### config.mk
export PLATFORM = sky130hd
export DESIGN_NAME = mac_sequencer_flat
export DESIGN_NICKNAME = d
export VERILOG_FILES = /design/src/rtl/mac_seq_pkg.sv /design/src/rtl/mac_sequencer_if.sv /design/src/rtl/pp_gen.sv /design/src/rtl/mac_sequencer.sv /design/src/flat_wrapper.sv
export SDC_FILE = /design/constraint.sdc
export NUM_CORES = 1
export LEC_CHECK = 0
export ABC_AREA = 1
export BUFFER_PORTS_ARGS = -buffer_cell sky130_fd_sc_hd__buf_2
export CAP_MARGIN = 0
export CORE_MARGIN = 3
export CORE_UTILIZATION = 40
export DETAILED_ROUTE_END_ITERATION = 6
export PLACE_DENSITY = 0.85
export SKIP_CTS_REPAIR_TIMING = 1
export SLEW_MARGIN = 15
export SYNTH_ARGS = -nofsm -noshare
export SYNTH_HDL_FRONTEND = slang
export SYNTH_HIERARCHICAL = 1
export SYNTH_SLANG_ARGS = --single-unit
### constraint.sdc
create_clock -name clk -period 1.5 [get_ports clk]
set_clock_uncertainty 0.1 [all_clocks]
set_input_delay 0.15 -clock clk [delete_from_list [all_inputs] [get_ports clk]]
set_output_delay 0.15 -clock clk [all_outputs]
set_load 0.02 [all_outputs]
### src/rtl/mac_seq_pkg.sv
`default_nettype none
// +----------------------------------------------------------------------+
// | mac_seq_pkg                                                          |
// | Shared widths, saturation constant and FSM states for mac_sequencer. |
// | Rev 1.0                                                              |
// +----------------------------------------------------------------------+
package mac_seq_pkg;
    localparam int OP_W  = 8;
    localparam int ACC_W = 16;
    localparam int MAC_W = ACC_W + 1;
    localparam logic [ACC_W-1:0] ACC_SAT = 16'hFFFF;

    typedef enum logic [1:0] {
        IDLE = 2'd0,
        RUN  = 2'd1,
        DONE = 2'd2
    } state_t;
endpackage
`default_nettype wire

### src/rtl/mac_sequencer_if.sv
`default_nettype none
// +----------------------------------------------------------------------+
// | mac_sequencer_if                                                     |
// | Job, operand, datapath and result signals of the MAC sequencer.      |
// | Rev 1.0                                                              |
// +----------------------------------------------------------------------+
interface mac_sequencer_if #(
    parameter int CNT_W = 8
);
    import mac_seq_pkg::*;

    logic                       start;
    logic [CNT_W-1:0]           len;
    logic                       busy;
    logic                       in_valid;
    logic                       in_ready;
    logic [OP_W-1:0]            in_a;
    logic [OP_W-1:0]            in_b;
    logic [OP_W-1:0][OP_W-1:0]  pp_o;
    logic [ACC_W-1:0]           m_acc_o;
    logic [MAC_W-1:0]           mac_i;
    logic                       out_valid;
    logic                       out_ready;
    logic [ACC_W-1:0]           out_acc;
    logic                       out_ovf;

    modport master (
        output start, len, in_valid, in_a, in_b, out_ready, mac_i,
        input  busy, in_ready, pp_o, m_acc_o, out_valid, out_acc, out_ovf
    );

    modport slave (
        input  start, len, in_valid, in_a, in_b, out_ready, mac_i,
        output busy, in_ready, pp_o, m_acc_o, out_valid, out_acc, out_ovf
    );
endinterface
`default_nettype wire

### src/rtl/pp_gen.sv
`default_nettype none
// +----------------------------------------------------------------------+
// | pp_gen                                                               |
// | 8x8 AND array: o_pp[i][j] = b[i] & a[j], zeroed when stage is empty. |
// | Rev 1.0                                                              |
// +----------------------------------------------------------------------+
module pp_gen
    import mac_seq_pkg::*;
(
    input  logic [OP_W-1:0]           i_a,
    input  logic [OP_W-1:0]           i_b,
    input  logic                      i_vld,
    output logic [OP_W-1:0][OP_W-1:0] o_pp
);
    for (genvar i = 0; i < OP_W; i++) begin : g_row
        for (genvar j = 0; j < OP_W; j++) begin : g_col
            assign o_pp[i][j] = i_vld & i_b[i] & i_a[j];
        end
    end
endmodule
`default_nettype wire

### src/rtl/mac_sequencer.sv
`default_nettype none
// +----------------------------------------------------------------------+
// | mac_sequencer                                                        |
// | Job controller: streams operand pairs, saturating 16-bit accumulate. |
// | Rev 1.0                                                              |
// +----------------------------------------------------------------------+
module mac_sequencer
    import mac_seq_pkg::*;
#(
    parameter int CNT_W = 8
) (
    input  logic           clk,
    input  logic           rst_n,
    mac_sequencer_if.slave bus
);
    state_t                    r_state;
    logic [CNT_W-1:0]          r_len;
    logic [CNT_W-1:0]          r_acc_cnt;
    logic [OP_W-1:0]           r_s_a;
    logic [OP_W-1:0]           r_s_b;
    logic                      r_s_vld;
    logic [ACC_W-1:0]          r_acc;
    logic                      r_ovf;
    logic                      r_out_valid;
    logic                      w_in_ready;
    logic                      w_in_hs;
    logic                      w_last_commit;
    logic [OP_W-1:0][OP_W-1:0] w_pp;

    assign w_in_ready    = (r_state == RUN) && (r_acc_cnt < r_len);
    assign w_in_hs       = w_in_ready && bus.in_valid;
    // Stage holds the final pair once every pair of the job has been accepted
    assign w_last_commit = r_s_vld && (r_acc_cnt == r_len);

    always_ff @(posedge clk or negedge rst_n) begin
        if (!rst_n) begin
            r_state     <= IDLE;
            r_len       <= '0;
            r_acc_cnt   <= '0;
            r_s_a       <= '0;
            r_s_b       <= '0;
            r_s_vld     <= 1'b0;
            r_acc       <= '0;
            r_ovf       <= 1'b0;
            r_out_valid <= 1'b0;
        end else begin
            r_s_vld <= 1'b0;
            case (r_state)
                IDLE: begin
                    r_out_valid <= 1'b0;
                    if (bus.start) begin
                        r_acc     <= '0;
                        r_ovf     <= 1'b0;
                        r_len     <= bus.len;
                        r_acc_cnt <= '0;
                        if (bus.len == '0) begin
                            r_state     <= DONE;
                            r_out_valid <= 1'b1;
                        end else begin
                            r_state <= RUN;
                        end
                    end
                end
                RUN: begin
                    if (w_in_hs) begin
                        r_s_a     <= bus.in_a;
                        r_s_b     <= bus.in_b;
                        r_s_vld   <= 1'b1;
                        r_acc_cnt <= r_acc_cnt + CNT_W'(1);
                    end
                    if (r_s_vld) begin
                        r_acc <= (bus.mac_i[ACC_W] | r_ovf) ? ACC_SAT : bus.mac_i[ACC_W-1:0];
                        r_ovf <= r_ovf | bus.mac_i[ACC_W];
                    end
                    if (w_last_commit) begin
                        r_state <= DONE;
                    end
                end
                DONE: begin
                    if (r_out_valid && bus.out_ready) begin
                        r_out_valid <= 1'b0;
                        r_state     <= IDLE;
                    end else begin
                        r_out_valid <= 1'b1;
                    end
                end
                default: r_state <= IDLE;
            endcase
        end
    end

    pp_gen u_pp_gen (
        .i_a   (r_s_a),
        .i_b   (r_s_b),
        .i_vld (r_s_vld),
        .o_pp  (w_pp)
    );

    assign bus.pp_o      = w_pp;
    assign bus.m_acc_o   = r_acc;
    assign bus.in_ready  = w_in_ready;
    assign bus.busy      = (r_state != IDLE);
    assign bus.out_valid = r_out_valid;
    assign bus.out_acc   = r_acc;
    assign bus.out_ovf   = r_ovf;
endmodule
`default_nettype wire
### src/flat_wrapper.sv
// flat-port wrapper written by rule: the top's interface ports become plain ports
module mac_sequencer_flat import mac_seq_pkg::*;
#(
    parameter int CNT_W = 8
)
  (clk, rst_n, bus_start, bus_len, bus_in_valid, bus_in_a, bus_in_b, bus_out_ready, bus_mac_i, bus_busy, bus_in_ready, bus_pp_o, bus_m_acc_o, bus_out_valid, bus_out_acc, bus_out_ovf);
  mac_sequencer_if #(.CNT_W(CNT_W)) bus_i ();
  input  logic clk;
  input  logic rst_n;
  input wire logic [$bits(bus_i.start)-1:0] bus_start;
  input wire logic [$bits(bus_i.len)-1:0] bus_len;
  input wire logic [$bits(bus_i.in_valid)-1:0] bus_in_valid;
  input wire logic [$bits(bus_i.in_a)-1:0] bus_in_a;
  input wire logic [$bits(bus_i.in_b)-1:0] bus_in_b;
  input wire logic [$bits(bus_i.out_ready)-1:0] bus_out_ready;
  input wire logic [$bits(bus_i.mac_i)-1:0] bus_mac_i;
  output wire logic [$bits(bus_i.busy)-1:0] bus_busy;
  output wire logic [$bits(bus_i.in_ready)-1:0] bus_in_ready;
  output wire logic [$bits(bus_i.pp_o)-1:0] bus_pp_o;
  output wire logic [$bits(bus_i.m_acc_o)-1:0] bus_m_acc_o;
  output wire logic [$bits(bus_i.out_valid)-1:0] bus_out_valid;
  output wire logic [$bits(bus_i.out_acc)-1:0] bus_out_acc;
  output wire logic [$bits(bus_i.out_ovf)-1:0] bus_out_ovf;
  assign bus_i.start = bus_start;
  assign bus_i.len = bus_len;
  assign bus_i.in_valid = bus_in_valid;
  assign bus_i.in_a = bus_in_a;
  assign bus_i.in_b = bus_in_b;
  assign bus_i.out_ready = bus_out_ready;
  assign bus_i.mac_i = bus_mac_i;
  assign bus_busy = bus_i.busy;
  assign bus_in_ready = bus_i.in_ready;
  assign bus_pp_o = bus_i.pp_o;
  assign bus_m_acc_o = bus_i.m_acc_o;
  assign bus_out_valid = bus_i.out_valid;
  assign bus_out_acc = bus_i.out_acc;
  assign bus_out_ovf = bus_i.out_ovf;
  mac_sequencer #(.CNT_W(CNT_W)) u_core (.clk(clk), .rst_n(rst_n), .bus(bus_i));
endmodule
==> Word level (Yosys, flattened, before mapping) <==
Cells that the tools add are included.
{ "word_totals": {"latchBits": 0, "memories": 0, "wordCells": 127, "regBits": 53, "ram_bits": 0, "rom_bits": 0, "inputBits": 46, "output_inout_bits": 100} }
{ "op_classes": {"div": 0, "n_reduce_logical": 14, "shift": 0, "addsub": 1, "n_eq_ne": 8, "n_bitwise": 73, "mul": 0, "muxes": 21, "order_cmp": 1} }
{ "ops": {"columns": ["op", "n"], "rows": [
  ["1-bit bitwise AND", 72],
  ["16-bit two-way mux", 3],
  ["16-bit case mux with 2 select lines", 1],
  ["8-bit two-way mux", 2],
  ["8-bit case mux with 2 select lines", 1],
  ["3-bit AND reduction", 3],
  ["8-bit by 1-bit adder with 8-bit output (second input constant)", 1],
  ["8-bit equality test", 1],
  ["8-bit zero test", 1],
  ["8-bit less-than comparator", 1],
  ["2-bit two-way mux", 4],
  ["2-bit by 1-bit inequality test with 1-bit output (second input constant)", 4],
  ["1-bit two-way mux", 7],
  ["2-bit case mux with 3 select lines", 1],
  ["2-bit nonzero test", 3],
  ["1-bit logical AND", 4],
  ["1-bit case mux with 2 select lines", 2],
  ["2-bit AND reduction", 2],
  ["2-bit by 1-bit equality test with 1-bit output (second input constant)", 1],
  ["2-bit equality test (second input constant)", 1],
  ["2-bit zero test", 1],
  ["2-bit inequality test (second input constant)", 1],
  ["1-bit OR", 1]
]} }

==> Logic depth before layout (Yosys ltp) <==
{ "logic_depth": {"depth_word": 5, "depth_mapped": 13} }

==> Hierarchy <==
Netlist, hierarchy kept.
{ "modules_own_cells": {"columns": ["mod", "cells_per_inst", "n_inst", "seq_area_each_um2", "area_each_um2"], "rows": [
  ["mac_sequencer", 329, 1, 1326.3, 2637.5],
  ["pp_gen", 81, 1, 0.0, 311.5]
]} }

==> Least setup slack after synthesis <==
No wires, ideal clock.
{ "synth_timing": {"path_kind": "register to register", "from": "register u_core.r_acc_cnt[3]", "to": "register u_core.r_acc_cnt[5]", "required_ps": 1283, "path_buffers": 1, "slack_ps": -102, "path_stages_with_launch": 11, "setup_ps": 117, "arrival_time_ps": 1386, "period_less_slack_ps": 1602, "cell_sequence": "dfrtp_1 -> ha_1 -> nand2_1 -> inv_1 -> nand2_1 -> nand2_1 -> nand2_1 -> nand3_4 -> buf_2 -> nand3_1 -> nand2_1"} }
{ "synth_via": {"elab_chain_len": 5, "elab_cells_between_ends": 8} }
{ "synth_rtl": {"columns": ["item", "line", "source"], "rows": [
  ["start, declared", "mac_sequencer.sv:18", "logic [CNT_W-1:0] r_acc_cnt;"],
  ["start signal, assigned", "mac_sequencer.sv:69", "r_acc_cnt <= r_acc_cnt + CNT_W'(1);"],
  ["8-bit less-than comparator", "mac_sequencer.sv:30", "assign w_in_ready = (r_state == RUN) && (r_acc_cnt < r_len);"],
  ["1-bit logical AND", "mac_sequencer.sv:30", null],
  ["1-bit logical AND", "mac_sequencer.sv:31", "assign w_in_hs = w_in_ready && bus.in_valid;"],
  ["2-bit by 1-bit inequality test with 1-bit output (no source line)", null, null],
  ["3-bit AND reduction (no source line)", null, null]
]} }
Parallel ways exist; a longest one is shown, timed or not. The select of a mux whose other input is x is not followed.
A chain may end at the register's enable or synchronous reset.

==> Final worst setup path <==
{ "layout_timing": {"from": "register u_core.r_acc_cnt[6]", "to": "register u_core.r_s_b[1]"} }
{ "layout_via": {"elab_chain_len": 4} }
{ "layout_rtl": {"columns": ["item", "line", "source"], "rows": [
  ["8-bit less-than comparator", "mac_sequencer.sv:30", null],
  ["1-bit logical AND", "mac_sequencer.sv:30", null],
  ["1-bit logical AND", "mac_sequencer.sv:31", null],
  ["2-bit AND reduction (no source line)", null, null],
  ["end signal, assigned", "mac_sequencer.sv:67", "r_s_b <= bus.in_b;"],
  ["end, declared", "mac_sequencer.sv:20", "logic [OP_W-1:0] r_s_b;"]
]} }
Every way passes these cells.

==> key figures <==
Synth
  • Mapped Nets: 465
  • Dominant cell type by area after synthesis: dfrtp_1
  • Seq/Total Area, Yosys: 45.0%
  • Top post-synthesis cells by area: dfrtp_1 45%, nand2_1 16%, nor2_1 13%, buf_4 4.6%, inv_1 4.3%
  • Area of the mapped netlist: 2950 sq um
  • Synth Instances: 410
  • Number of synthesized register bits: 53
  • Syn avg cell area: 7.19 sq um
  • Synth top area share: 45.0%
  • Library cells used by synthesis: 23
  • Warnings, synthesis: 6

Cells and area
  • Layout net count: 663
  • P&R area growth vs syn: 82.4%
  • Commonest non-fill, non-tap cell in the layout: nand2_1
  • Post-route cell area: 5380 sq um
  • Layout cell share with drive strength beyond 1: 53.7%
  • Ant diodes: 0
  • Non-filler instance count after layout: 705
  • Commonest non-fill, non-tap cells in the layout: 101 x nand2_1, 80 x buf_2, 59 x buf_4, 51 x dfrtp_1, 43 x nor2_1
  • Fill cells: 424
  • Fin util: 77.0%

Global routing
  • Initial antenna violation count: 0
  • Largest net degree at the start of global routing: 54
  • First-pass GRT wire length: 12.8 mm
  • Global-route usage over all layers: 18.4%
  • Congestion Overflow GR: 0
  • Vias in the first global route: 2799

Route
  • WL/cell: 18.3 um
  • Via count: 3676
  • DRC: 0
  • Total wire length: 12.9 mm
  • Post-route ant nets: 0
  • Via/cell ratio: 5.21
  • TritonRoute pass-1 iters: 5
  • DR iter-0 viols: 298

STA
  • Min Tclk post-route: 1970 ps
  • Hold WS: -34.0 ps
  • Final setup vio count: 109
  • Slew margin rel.: 69.6%
  • Worst setup margin: -475 ps
  • Final period util: 132%
  • RSZ-0062 raised after global routing: yes
  • Worst-margin pin slew: 456 ps
  • Max Clk Rate: 506 MHz
  • Hold Vio Cnt, Final: 5
  • Fin. max-slew vios: 0

Floorplanning
  • Core Area: 6980 sq um
  • Cell row count: 30
  • Number of placed I/O pins: 146
  • Die height: 91.9 um
  • Die width: 91.9 um
  • Starting Density: 42.2%
  • Area of the die: 8440 sq um

Place
  • Worst slack at placement: -219 ps
  • GP Congestion: 0.866
  • I/O Buffers: 145
  • Hpwl dp: 6.35 mm
  • DP Area: 3830 sq um
  • Inst Count DP: 651

Min path
  • Hold Path Sink: u_core/r_len[3]
  • Worst hold start: bus_len[3]
  • Hold crit path type: primary input to flip-flop
  • Worst Hold Depth: 3

CTS
  • Num CTS Buffers: 5
  • Clock Path Buffers: 2
  • CTS tree: built
  • Clock root buffer: clkbuf_8
  • Maximum level of the CTS H-tree: 2
  • Clk sinks: 53
  • Clk slew on worst S/H paths: 100 ps
  • Clk_lat worst skew: 310 ps

Critical path
  • Flop2flop setup slack: -470 ps
  • Critical path class: flip-flop to flip-flop
  • FF-to-FF End: u_core/r_s_b[1]
  • Setup crit end kind: flip-flop
  • Crit path max fanout: 8
  • Crit path launch type: flip-flop
  • WP data arrival: 2070 ps
  • Worst path required time: 1590 ps
  • FF-to-FF path depth: 11
  • R2r startpoint: u_core/r_acc_cnt[6]

Pwr
  • Power Density: 1900 nW/um^2
  • VDD IR max: 792 uV
  • Static Leak: 2.56 nW

Flow run
  • Max cap viols: 0

Outcome
  • Violations in the final reports: hold timing, setup timing
  • Status: finished with violations
## metal layers
metal / part of all wire [%] / global-route usage, % / up-vias
li1: - / - / 1640
met1: 35 / 23.7 / 1724
met2: 51 / 30.5 / 238
met3: 7.5 / 4.02 / 74
met4: 6.8 / 6.56 / 0
met5: 0 / 0 / -
## cell families (layout without fill, tap and decap cells)
| family | after synthesis | count (layout) | synth area share (%) |
|---|---|---|---|
| fa+ha+maj | 9 | 9 | 3.82 |
| xor+xnor | 2 | 2 | 0.594 |
| buf+inv | 66 | 265 | 11.5 |
| compound gates | 32 | 32 | 5.64 |
| flops | 53 | 53 | 45.0 |
| simple gates | 248 | 248 | 33.5 |
## flip-flops by register name (all words and copies together) (netlist names)
name	count
u_core/r_acc_cnt	8
u_core/r_len	8
u_core/r_s_b	8
u_core/bus.m_acc_o	16
u_core/r_s_a	8
u_core/r_s_vld	1
u_core/bus.out_ovf	1
u_core/r_state	2
u_core/bus.out_valid	1
## layout make-up
cell class	count	area (sq um)	area share (%)
tap	96	120	2.23
inverter	40	189	3.51
clock inverter	3	17.5	0.326
timing repair buffer	215	1740	32.4
sequential	53	1330	24.7
timing repair inverter	2	32.5	0.605
multi-input combinational	291	1880	34.9
clock buffer	5	68.8	1.28
## how the worst max path moves through the flow
stage	start	endpoint	slack, ps	cells past startpoint
6_report	u_core/r_acc_cnt[6]	u_core/r_s_b[1]	-470	11
5_1_grt	u_core/r_acc_cnt[6]	u_core/r_s_b[1]	-530	11
4_1_cts	u_core/r_acc_cnt[5]	bus_in_ready	-400	7
3_5_place_dp	u_core/r_acc_cnt[5]	u_core/r_acc_cnt[7]	-220	10
3_3_place_gp	u_core/r_acc_cnt[5]	u_core/r_acc_cnt[7]	-170	10
2_1_floorplan	u_core/r_acc_cnt[3]	u_core/r_acc_cnt[5]	-80	10
## critical path, stage by stage (launching register included)
cell and delay [ps]:
dfrtp_1 440, ha_1 310, nand2_2 110, inv_2 40, nand2_1 70, nand2_1 80, inv_2 100, nand3_4 110
buf_12 150, buf_4 150, nand2_1 100, nand2_1 80
## where the power goes
group / switching (mW) / total [mW] / internal (mW)
Sequential: 0.637 / 2.69 / 2.05
Clock: 0.482 / 0.806 / 0.323
Combinational: 4.22 / 6.74 / 2.52
## cell usage after synthesis (all sizes together)
cell type    n
nand3       15
nand4        3
inv         40
clkbuf       1
o211ai       1
o21ai       10
buf         25
nand2      128
nor2       102
ha           9
a21oi       21
dfrtp       53
xnor2        1
xor2         1
## through the flow
step	hold slack (ps)	setup TNS (ps)	power, mW
floorplan	-246	-1510	5.58
global placement	61.5	-3600	6.71
detailed placement	67.1	-4920	6.90
CTS	-274	-20540	7.69
global route	-0.0155	-20660	10.7
finish	-34.0	-15980	10.2
No activity file was read; power rests on OpenSTA's default activity.
